[src/rtl/c_ldo_seq.sv]
// LDO power sequencer: UVLO with hysteresis, on-delay, soft-start ramp,
// controlled discharge, short-circuit hiccup with limited retries and power-good.
module c_ldo_seq #(
  parameter int W        = 16,
  parameter int VOUT     = 500,
  parameter int PIN_MIN  = 100,
  parameter int PIN_HYS  = 10,
  parameter int BIAS_MIN = PIN_MIN,
  parameter int TON      = 100,
  parameter int TSS      = 100,
  parameter int TOFF     = 100,
  parameter int SCALE    = 16,
  parameter int DROP     = 20,
  parameter int PG_TH    = 450,
  parameter int TPG      = 4,
  parameter int TFLT     = 10,
  parameter int THIC     = 500,
  parameter int RETRY    = 3
) (
  input  logic                s_clk,
  input  logic                rst,
  input  logic                en,
  input  logic signed [W-1:0] pin,
  input  logic signed [W-1:0] bias,
  input  logic                sc,
  output logic signed [W-1:0] pout,
  output logic                pg,
  output logic                fault,
  output logic [2:0]          state
);

  localparam int AW = W + $clog2(SCALE) + 1;
  localparam int DW = $clog2(TON + 1);
  localparam int FW = $clog2(TFLT + 1);
  localparam int HW = $clog2(THIC + 1);
  localparam int RW = $clog2(RETRY + 2);
  localparam int PW = $clog2(TPG + 1);

  localparam logic [AW-1:0] VREF  = AW'(SCALE * VOUT);
  localparam logic [AW-1:0] THR   = AW'(SCALE * VOUT / TSS);
  localparam logic [AW-1:0] DOFF  = AW'(SCALE * VOUT / TOFF);
  localparam logic [AW-1:0] DIV   = AW'(SCALE);
  localparam logic signed [W-1:0] UV_HI   = W'(PIN_MIN + PIN_HYS);
  localparam logic signed [W-1:0] UV_LO   = W'(PIN_MIN);
  localparam logic signed [W-1:0] BIAS_TH = W'(BIAS_MIN);
  localparam logic signed [W-1:0] PG_LIM  = W'(PG_TH);
  localparam logic [W:0]          DROP_V  = (W + 1)'(DROP);

  typedef enum logic [2:0] {
    S_OFF   = 3'd0,
    S_DELAY = 3'd1,
    S_RAMP  = 3'd2,
    S_ON    = 3'd3,
    S_FALL  = 3'd4,
    S_FAULT = 3'd5
  } state_t;

  state_t               state_q, state_d;
  logic [AW-1:0]        acc_q, acc_d;
  logic [DW-1:0]        dly_q, dly_d;
  logic [FW-1:0]        flt_q, flt_d;
  logic [HW-1:0]        hic_q, hic_d;
  logic [RW-1:0]        retry_q, retry_d;
  logic [PW-1:0]        pg_cnt_q, pg_cnt_d;
  logic                 fault_q, fault_d;
  logic                 uv_ok_q, uv_ok_d;
  logic                 pg_q, pg_d;
  logic signed [W-1:0]  pout_q, pout_d;

  logic                 ok;
  logic                 sc_trip;
  logic [FW-1:0]        flt_next;
  logic [AW:0]          ramp_sum;
  logic [AW-1:0]        ramp_val;
  logic [AW-1:0]        fall_val;
  logic [W:0]           head_raw;
  logic [AW-1:0]        head_ext;
  logic [AW-1:0]        lvl;
  logic                 pg_cond;

  assign ok       = en & (bias > BIAS_TH) & uv_ok_q;
  assign sc_trip  = sc && (flt_q == FW'(TFLT - 1));
  assign flt_next = sc ? flt_q + 1'b1 : '0;
  assign ramp_sum = {1'b0, acc_q} + {1'b0, THR};
  assign ramp_val = (ramp_sum >= {1'b0, VREF}) ? VREF : ramp_sum[AW-1:0];
  assign fall_val = (acc_q >= DOFF) ? acc_q - DOFF : '0;

  // Sequencer next-state: walks the power-up/down sequence and the hiccup fault loop.
  always_comb begin
    state_d = state_q;
    acc_d   = acc_q;
    dly_d   = dly_q;
    flt_d   = '0;
    hic_d   = hic_q;
    retry_d = retry_q;
    fault_d = fault_q;
    case (state_q)
      S_OFF: begin
        if (ok) begin
          state_d = S_DELAY;
          dly_d   = '0;
        end
      end
      S_DELAY: begin
        if (!ok) state_d = S_FALL;
        else if (dly_q == DW'(TON - 1)) state_d = S_RAMP;
        else dly_d = dly_q + 1'b1;
      end
      S_RAMP, S_ON: begin
        if (!ok) begin
          state_d = S_FALL;
        end else if (sc_trip) begin
          state_d = S_FAULT;
          acc_d   = '0;
          fault_d = 1'b1;
          hic_d   = '0;
          retry_d = (retry_q == RW'(RETRY)) ? retry_q : retry_q + 1'b1;
        end else begin
          flt_d = flt_next;
          if (state_q == S_RAMP) begin
            acc_d = ramp_val;
            if (ramp_val == VREF) begin
              state_d = S_ON;
              retry_d = '0;
            end
          end
        end
      end
      S_FALL: begin
        acc_d = fall_val;
        if (fall_val == '0) state_d = S_OFF;
      end
      S_FAULT: begin
        if (!en) begin
          state_d = S_OFF;
          fault_d = 1'b0;
          retry_d = '0;
          hic_d   = '0;
        end else if (hic_q == HW'(THIC - 1)) begin
          if ((retry_q < RW'(RETRY)) && ok) begin
            state_d = S_DELAY;
            dly_d   = '0;
            fault_d = 1'b0;
          end
        end else begin
          hic_d = hic_q + 1'b1;
        end
      end
      default: state_d = S_OFF;
    endcase
  end

  // Datapath next values: UVLO hysteresis, clamped output level and power-good qualifier.
  always_comb begin
    uv_ok_d = uv_ok_q;
    if (pin >= UV_HI) uv_ok_d = 1'b1;
    else if (pin < UV_LO) uv_ok_d = 1'b0;

    head_raw = {pin[W-1], pin} - DROP_V;
    head_ext = head_raw[W] ? '0 : AW'(head_raw);
    lvl      = acc_q / DIV;
    pout_d   = '0;
    if (state_d != S_FAULT) pout_d = (lvl < head_ext) ? W'(lvl) : W'(head_ext);

    pg_cond  = (state_q == S_ON) && (pout_q >= PG_LIM);
    pg_cnt_d = '0;
    if (pg_cond) pg_cnt_d = (pg_cnt_q == PW'(TPG)) ? pg_cnt_q : pg_cnt_q + 1'b1;
    pg_d     = pg_cond && (pg_cnt_d == PW'(TPG));
  end

  // State register; reset forces everything off immediately.
  always_ff @(posedge s_clk or posedge rst) begin
    if (rst) begin
      state_q  <= S_OFF;
      acc_q    <= '0;
      dly_q    <= '0;
      flt_q    <= '0;
      hic_q    <= '0;
      retry_q  <= '0;
      pg_cnt_q <= '0;
      fault_q  <= 1'b0;
      uv_ok_q  <= 1'b0;
      pg_q     <= 1'b0;
      pout_q   <= '0;
    end else begin
      state_q  <= state_d;
      acc_q    <= acc_d;
      dly_q    <= dly_d;
      flt_q    <= flt_d;
      hic_q    <= hic_d;
      retry_q  <= retry_d;
      pg_cnt_q <= pg_cnt_d;
      fault_q  <= fault_d;
      uv_ok_q  <= uv_ok_d;
      pg_q     <= pg_d;
      pout_q   <= pout_d;
    end
  end

  assign pout  = pout_q;
  assign pg    = pg_q;
  assign fault = fault_q;
  assign state = state_q;

endmodule
[config.mk]
export PLATFORM = sky130hd
export DESIGN_NAME = c_ldo_seq
export DESIGN_NICKNAME = d
export VERILOG_FILES = /design/src/rtl/c_ldo_seq.sv
export SDC_FILE = /design/constraint.sdc
export NUM_CORES = 1
export LEC_CHECK = 0
export BUFFER_PORTS_ARGS = -buffer_cell sky130_fd_sc_hd__buf_2
export CORE_MARGIN = 2
export CORE_UTILIZATION = 30
export DETAILED_ROUTE_END_ITERATION = 12
export MAX_ROUTING_LAYER = met4
export PLACE_DENSITY = 0.47
export SLEW_MARGIN = 20
export SYNTH_ARGS = -nofsm -noshare
export SYNTH_HDL_FRONTEND = slang
export SYNTH_SLANG_ARGS = --single-unit
export TNS_END_PERCENT = 1
[constraint.sdc]
create_clock -name s_clk -period 3.2 [get_ports s_clk]
set_input_delay 0.96 -clock s_clk [delete_from_list [all_inputs] [get_ports s_clk]]
set_output_delay 0.96 -clock s_clk [all_outputs]
set_load 0.02 [all_outputs]
==> impl_metrics.csv, run 1 <==
group,metric,value,unit
pwr,p_clk_share,47.8,%
layout,final_cell_area,6460,um^2
sta,fmax,264,MHz
sta,min_period_over_period,118,%
synth,ys_warn_count,0,
cts,clk_pin_slew_worst_paths,0.06,ns
setup_path,path_buf_inv,3,
sta,maxSlewHeadroom,55.5,%
synth,synthArstFlopShare,100,%
die,die_y,134,um
route,wl,15600,um
pwr,vdd_drop_max,0.242,mV
sta,fin_ws,-0.584,ns
place,post_dp_cell_area,6070,um^2
job,cap_violations,0,
global_route,grt_busiest_layer,"met2",
synth,synthTopCellsByArea,"dfrtp_1 (34%), ha_1 (7.0%), nor2_1 (5.3%)",
sta,rsz0062_at_grt,"true",
sta,whs,0.481,ns
die,die_width,134,um
layout,diodes,0,
setup_path,crit_type,"primary input to flop",
cts,cts_buffers,9,
layout,utilization,39.1,%
cts,clockBufferDepth,2,
sta,tns,-8.34,ns
cts,htree_num_levels,3,
synth,synthCells,611,
setup_path,max_stage_delay,0.54,ns
setup_path,cp_cell_sequence,"buf_2 > or4_4 > or4b_4 > nor2_4 > nor2_4 > nand2b_1 > ha_1 > a21o_1 > a21o_1 > a21oi_2 > o21ai_1 > buf_4 > a21oi_4 > buf_12 > mux2_2 > nor2_1",
pwr,p_sw,507,uW
synth,synth_edf_count,0,
pwr,swShare,24.0,%
pwr,power_frac_comb,9.8,%
setup_path,crit_path_start_kind,"primary input",
sta,finalCriticalPeriod,3.78,ns
cts,cts_tree,"done",
synth,syn_area,5040,um^2
setup_path,slowest_stage,"or4_4",
sta,fin_worst_skew,0.00715,ns
cts,clockRootBuffer,"clkbuf_16",
global_route,grtUsageMet3,2.82,%
route,firstDrtPassIters,7,
outcome,violations,"setup timing",
synth,synth_largest_area_cell,"dfrtp_1",
setup_path,cp.required,3.47,ns
layout,syn_to_final_growth,28.2,%
route,drcViolationCount,0,
global_route,grt_util_met1,23.4,%
global_route,grt_max_degree,39,
outcome,status,"complete, but fails checks",
die,rows,47,
sta,final_max_slew_viol_count,0,
sta,finalSetupViolations,16,
global_route,grt_usage,18.4,%
setup_path,critPathCaptureType,"flop",
synth,synth_seq_cells,69,
layout,layout-drive-gt1-share,26.1,%
worst_hold_path,hp-class,"flop to flop",
route,wl_per_cell,16.5,um
synth,yosys-top-cells-count,"nor2_1 (71), nand2_1 (70), dfrtp_1 (69)",
sta,tightest_slew,0.661,ns
route,via_per_inst,5.32,
pwr,p_seq_share,42.4,%
layout,layout.nets,786,
setup_path,cp_top_family,"simple AND/OR/NAND/NOR gates",
global_route,grt_overflow,0,
die,core-area,16500,um^2
global_route,grt_pass1_wl,25400,um
synth,syn-num-nets,675,
place,dp.cells,929,
cts,clock_sinks,69,
route,vias,5042,
global_route,grt_pass1_vias,4944,
die,num_io_pins,57,
sta,hold_viol,0,
synth,synth_most_common_cell,"nor2_1",
place,dp_hpwl,12000,um
setup_path,cp_max_fo,9,
route,drtIter0Drc,364,
pwr,p_per_area,327,nW/um^2
pwr,p_leak,2.79,nW
die,start_util,30.5,%
synth,netlist.area_leader.share,34.3,%
synth,ys.flop_type,"dfrtp_1",
die,dieArea,17800,um^2
place,io_buffers,56,
synth,avgSynthCellArea,8.24,um^2
setup_path,arrival,4.06,ns
global_route,antenna_found_initial,0,
route,ant_nets,0,
pwr,p_int,1.60,mW
place,finalWeightedCongestion,0.852,
synth,ys_seq_area_share,34.3,%
synth,yosysUniqueCellTypes,71,
cts,clock_latency,0.34,ns
global_route,met2_usage,29.7,%
layout,final_cells,947,
[layout by cell type, fill, tap and decap left out, drive strengths merged, types with 5 or more instances in the layout]
| master | instances |
|---|---|
| buf | 131 |
| nor2 | 71 |
| nand2 | 70 |
| dfrtp | 69 |
| o21ai | 53 |
| a21oi | 34 |
| ha | 28 |
| nand3 | 22 |
| inv | 19 |
| nor3 | 13 |
| a31oi | 12 |
| nand2b | 12 |
| clkbuf | 12 |
| xnor2 | 11 |
| or2 | 11 |
| xor2 | 10 |
| and3 | 9 |
| a21o | 8 |
| or4 | 8 |
| or3 | 7 |
| mux2 | 7 |
| nor4 | 6 |
| nand4 | 6 |
| nor2b | 6 |
| o22ai | 6 |
| o31ai | 6 |
| o2111ai | 5 |
| and2 | 5 |
[layout make-up]
cell class | count | area, um^2
Fill cell | 1669 | 10100
Multi-Input combinational cell | 492 | 3190
Sequential cell | 69 | 1730
Timing Repair Buffer | 131 | 901
Tap cell | 220 | 275
Clock buffer | 12 | 246
Inverter | 19 | 71.3
Clock inverter | 4 | 47.5
[through the flow]
stage / worst slack, ns / total power, mW
after floorplan: -0.817 / 1.01
after global placement: -0.993 / 1.11
after detailed placement: -1.06 / 1.11
after CTS: -0.610 / 2.13
after global routing: -0.704 / 2.20
final: -0.584 / 2.11
[final timing paths]
| kind | startpoint | to | slack [ns] | cells after the start |
|---|---|---|---|---|
| max | pin[10] | pout[2]$_DFF_PP0_ | -0.58 | 16 |
| min | dly_q[6]$_DFFE_PP0P_ | dly_q[6]$_DFFE_PP0P_ | 0.48 | 1 |
| max reg2reg | acc_q[4]$_DFFE_PP0P_ | pout[11]$_DFF_PP0_ | 0.34 | 10 |
| min reg2reg | dly_q[6]$_DFFE_PP0P_ | dly_q[6]$_DFFE_PP0P_ | 0.48 | 1 |
| max in group asynchronous | rst | flt_q[3]$_DFF_PP0_ | 2.06 | 3 |
| min in group asynchronous | rst | dly_q[0]$_DFFE_PP0P_ | 0.56 | 2 |
[flip-flops by register name, indices dropped and copies added (netlist names)]
register,cells
pg_cnt_q,3
fault,1
pg,1
pout,16
dly_q,7
uv_ok_q,1
flt_q,4
acc_q,21
state,3
retry_q,3
hic_q,9
[kinds of logic after synthesis]
logic type / Yosys count / share of synthesized area (%)
buffers and inverters: 50 / 4.20
XOR/XNOR: 21 / 3.65
adder cells (fa/ha/maj): 28 / 6.95
multiplexers: 9 / 1.96
AND/OR/NAND/NOR: 267 / 27.0
AO/OA/AOI/OAI: 167 / 21.9
flip-flops: 69 / 34.3
[routing by layer]
metal  wire (um)  up-vias
met5           0        -
met4         283        0
met3         736       18
met2        7510      148
met1        7090     2423
li1            -     2453
[power by group through the flow]
stage | registers (mW) | logic, mW | clock network [mW]
3_5_place_dp | 0.911 | 0.198 | 0
6_report | 0.896 | 0.206 | 1.01
2_1_floorplan | 0.924 | 0.0847 | 0
3_3_place_gp | 0.912 | 0.196 | 0
4_1_cts | 0.896 | 0.202 | 1.03
5_1_grt | 0.897 | 0.229 | 1.07
[repair_timing]
action | in CTS | in global routing
hold buffers | 0 | 0
buffers inserted | 2 | 0
endpoints found under the setup margin | 16 | 16
resized for setup | 7 | 15
pin swaps | 1 | 2
(Power assumes the default switching activity.)
==> inputs of run 2 (changes only) <==
==> constraint.sdc (replaced) <==
create_clock -name s_clk -period 3.2 [get_ports s_clk]
set_input_delay 0.64 -clock s_clk [delete_from_list [all_inputs] [get_ports s_clk]]
set_output_delay 0.64 -clock s_clk [all_outputs]
set_load 0.02 [all_outputs]
==> run 2 against run 1 <==
Effect of this change:
- the run still ends with setup timing left
- via count decreased by 0.83%
- register-to-register slack got worse by 0.02 ns
- largest power group unchanged
- clock skew about the same
- largest cell class unchanged
- first-iteration DRC count decreased by 5.5%
- clock-buffer cell count decreased by 1
==> impl_metrics.csv, run 2 (synthesized netlist as in run 1, its figures left out) <==
group,metric,value,unit
route,vias,5000,
setup_path,arrival,3.81,ns
layout,layout-drive-gt1-share,24.0,%
place,post_dp_cell_area,5990,um^2
cts,clock_sinks,69,
setup_path,critPathCaptureType,"flop",
route,firstDrtPassIters,5,
sta,tightest_slew,0.672,ns
sta,hold_viol,0,
sta,fin_ws,-0.332,ns
global_route,grt_usage,18.2,%
layout,final_cell_area,6350,um^2
setup_path,worstReg2RegEnd,"pout[5]$_DFF_PP0_",
cts,cts_buffers,9,
global_route,grt_util_met1,23.9,%
sta,finalSetupViolations,16,
layout,layout_commonest_cell,"nand2_1",
setup_path,cp.required,3.47,ns
pwr,vdd_drop_max,0.245,mV
die,num_io_pins,57,
route,drtIter0Drc,344,
global_route,met2_usage,28.2,%
setup_path,path_buf_inv,3,
setup_path,cp_max_fo,9,
layout,layout_common_cells,"nand2_1 (70), dfrtp_1 (69), nor2_1 (68)",
route,wl,15200,um
global_route,grt_busiest_layer,"met2",
job,cap_violations,0,
worst_hold_path,hp-class,"primary input to async pin",
global_route,grtUsageMet3,2.66,%
setup_path,cp_cell_sequence,"buf_2 > or4_4 > or4b_4 > nor2_4 > nor2_4 > nand2b_1 > ha_1 > a21o_1 > a21o_1 > a21oi_2 > o21ai_1 > buf_4 > a21oi_4 > buf_12 > mux2_2 > nor2_2",
die,start_util,30.5,%
sta,final_max_slew_viol_count,0,
layout,largest_register,"acc_q",
die,die_width,134,um
setup_path,slowest_stage,"or4_4",
sta,min_period_over_period,110,%
pwr,p_leak,2.76,nW
sta,fin_worst_skew,0.00763,ns
global_route,grt_pass1_wl,24900,um
layout,syn_to_final_growth,26.2,%
setup_path,cp_top_family,"simple AND/OR/NAND/NOR gates",
die,die_y,134,um
setup_path,r2r_setup_slack,0.32,ns
outcome,status,"complete, but fails checks",
layout,largest_reg_flops,21,
setup_path,crit_path_start_kind,"primary input",
setup_path,crit_type,"primary input to flop",
setup_path,rr_startpoint,"acc_q[4]$_DFFE_PP0P_",
global_route,antenna_found_initial,0,
outcome,violations,"setup timing",
sta,tns,-4.50,ns
place,finalWeightedCongestion,0.847,
sta,rsz0062_at_grt,"true",
place,dp_hpwl,11500,um
cts,cts_tree,"done",
pwr,p_per_area,342,nW/um^2
cts,htree_num_levels,3,
route,drcViolationCount,0,
die,rows,47,
sta,fmax,283,MHz
cts,postCtsHoldBufs,0,
cts,clockBufferDepth,2,
pwr,finalPower,2.17,mW
layout,n_fill_cell,1683,
layout,diodes,0,
cts,clock_latency,0.34,ns
setup_path,max_stage_delay,0.54,ns
global_route,grt_pass1_vias,4768,
layout,layout.nets,778,
place,io_buffers,56,
global_route,grt_overflow,0,
cts,clockRootBuffer,"clkbuf_16",
sta,maxSlewHeadroom,54.6,%
cts,clk_pin_slew_worst_paths,0.06,ns
die,dieArea,17800,um^2
sta,finalCriticalPeriod,3.53,ns
die,core-area,16500,um^2
route,ant_nets,0,
setup_path,reg2reg_depth,10,
route,wl_per_cell,16.2,um
route,via_per_inst,5.33,
global_route,grt_max_degree,70,
[run 2: final cells by class]
type                       instances  area [um^2]  area share [%]
inverter                          19         71.3            1.12
timing repair buffer             123          821            12.9
tap                              220          275            4.33
sequential                        69         1730            27.2
clock inverter                     4         72.6            1.14
multi-input combinational        492         3150            49.5
clock buffer                      11          243            3.82
[run 2: worst min-delay path, delay by kind of cell]
kind | cells | cell delay, ns
buffers and inverters | 3 | 0.49
[run 2: power by group]
| group | total (mW) | internal [mW] | switching (mW) |
|---|---|---|---|
| Clock | 1.08 | 0.698 | 0.383 |
| Sequential | 0.896 | 0.887 | 0.00912 |
| Combinational | 0.197 | 0.0907 | 0.106 |
[run 2: how the worst max path moves through the flow]
| stage | start | end | slack, ns | cells past startpoint |
|---|---|---|---|---|
| final | pin[10] | pout[6]$_DFF_PP0_ | -0.33 | 16 |
| after global routing | pin[10] | pout[1]$_DFF_PP0_ | -0.45 | 16 |
| after CTS | pin[10] | pout[1]$_DFF_PP0_ | -0.27 | 15 |
| after detailed placement | pin[10] | pout[6]$_DFF_PP0_ | -0.76 | 15 |
| after global placement | pin[10] | pout[4]$_DFF_PP0_ | -0.67 | 15 |
| after floorplan | pin[10] | pout[14]$_DFF_PP0_ | -0.50 | 14 |
[run 2: per-stage QoR]
stage	hold WS (ns)	instances	setup slack [ns]	utilization (%)
after detailed placement	0.474	921	-0.762	36.3
after floorplan	0.441	611	-0.497	-
after global routing	0.411	938	-0.453	38.5
after global placement	0.470	921	-0.674	36.3
final	0.377	938	-0.332	38.5
after CTS	0.388	938	-0.268	38.4
[run 2: per-layer routing]
| layer | share of wire [%] | up-vias |
|---|---|---|
| li1 | - | 2441 |
| met1 | 45 | 2388 |
| met2 | 47 | 148 |
| met3 | 5.5 | 23 |
| met4 | 2.1 | 0 |
| met5 | 0 | - |
[run 2: timing repair]
| item | CTS | global route |
|---|---|---|
| setup endpoints to repair | 16 | 16 |
| buffers inserted | 2 | 0 |
| pin swaps | 1 | 0 |
| resized for setup | 7 | 4 |
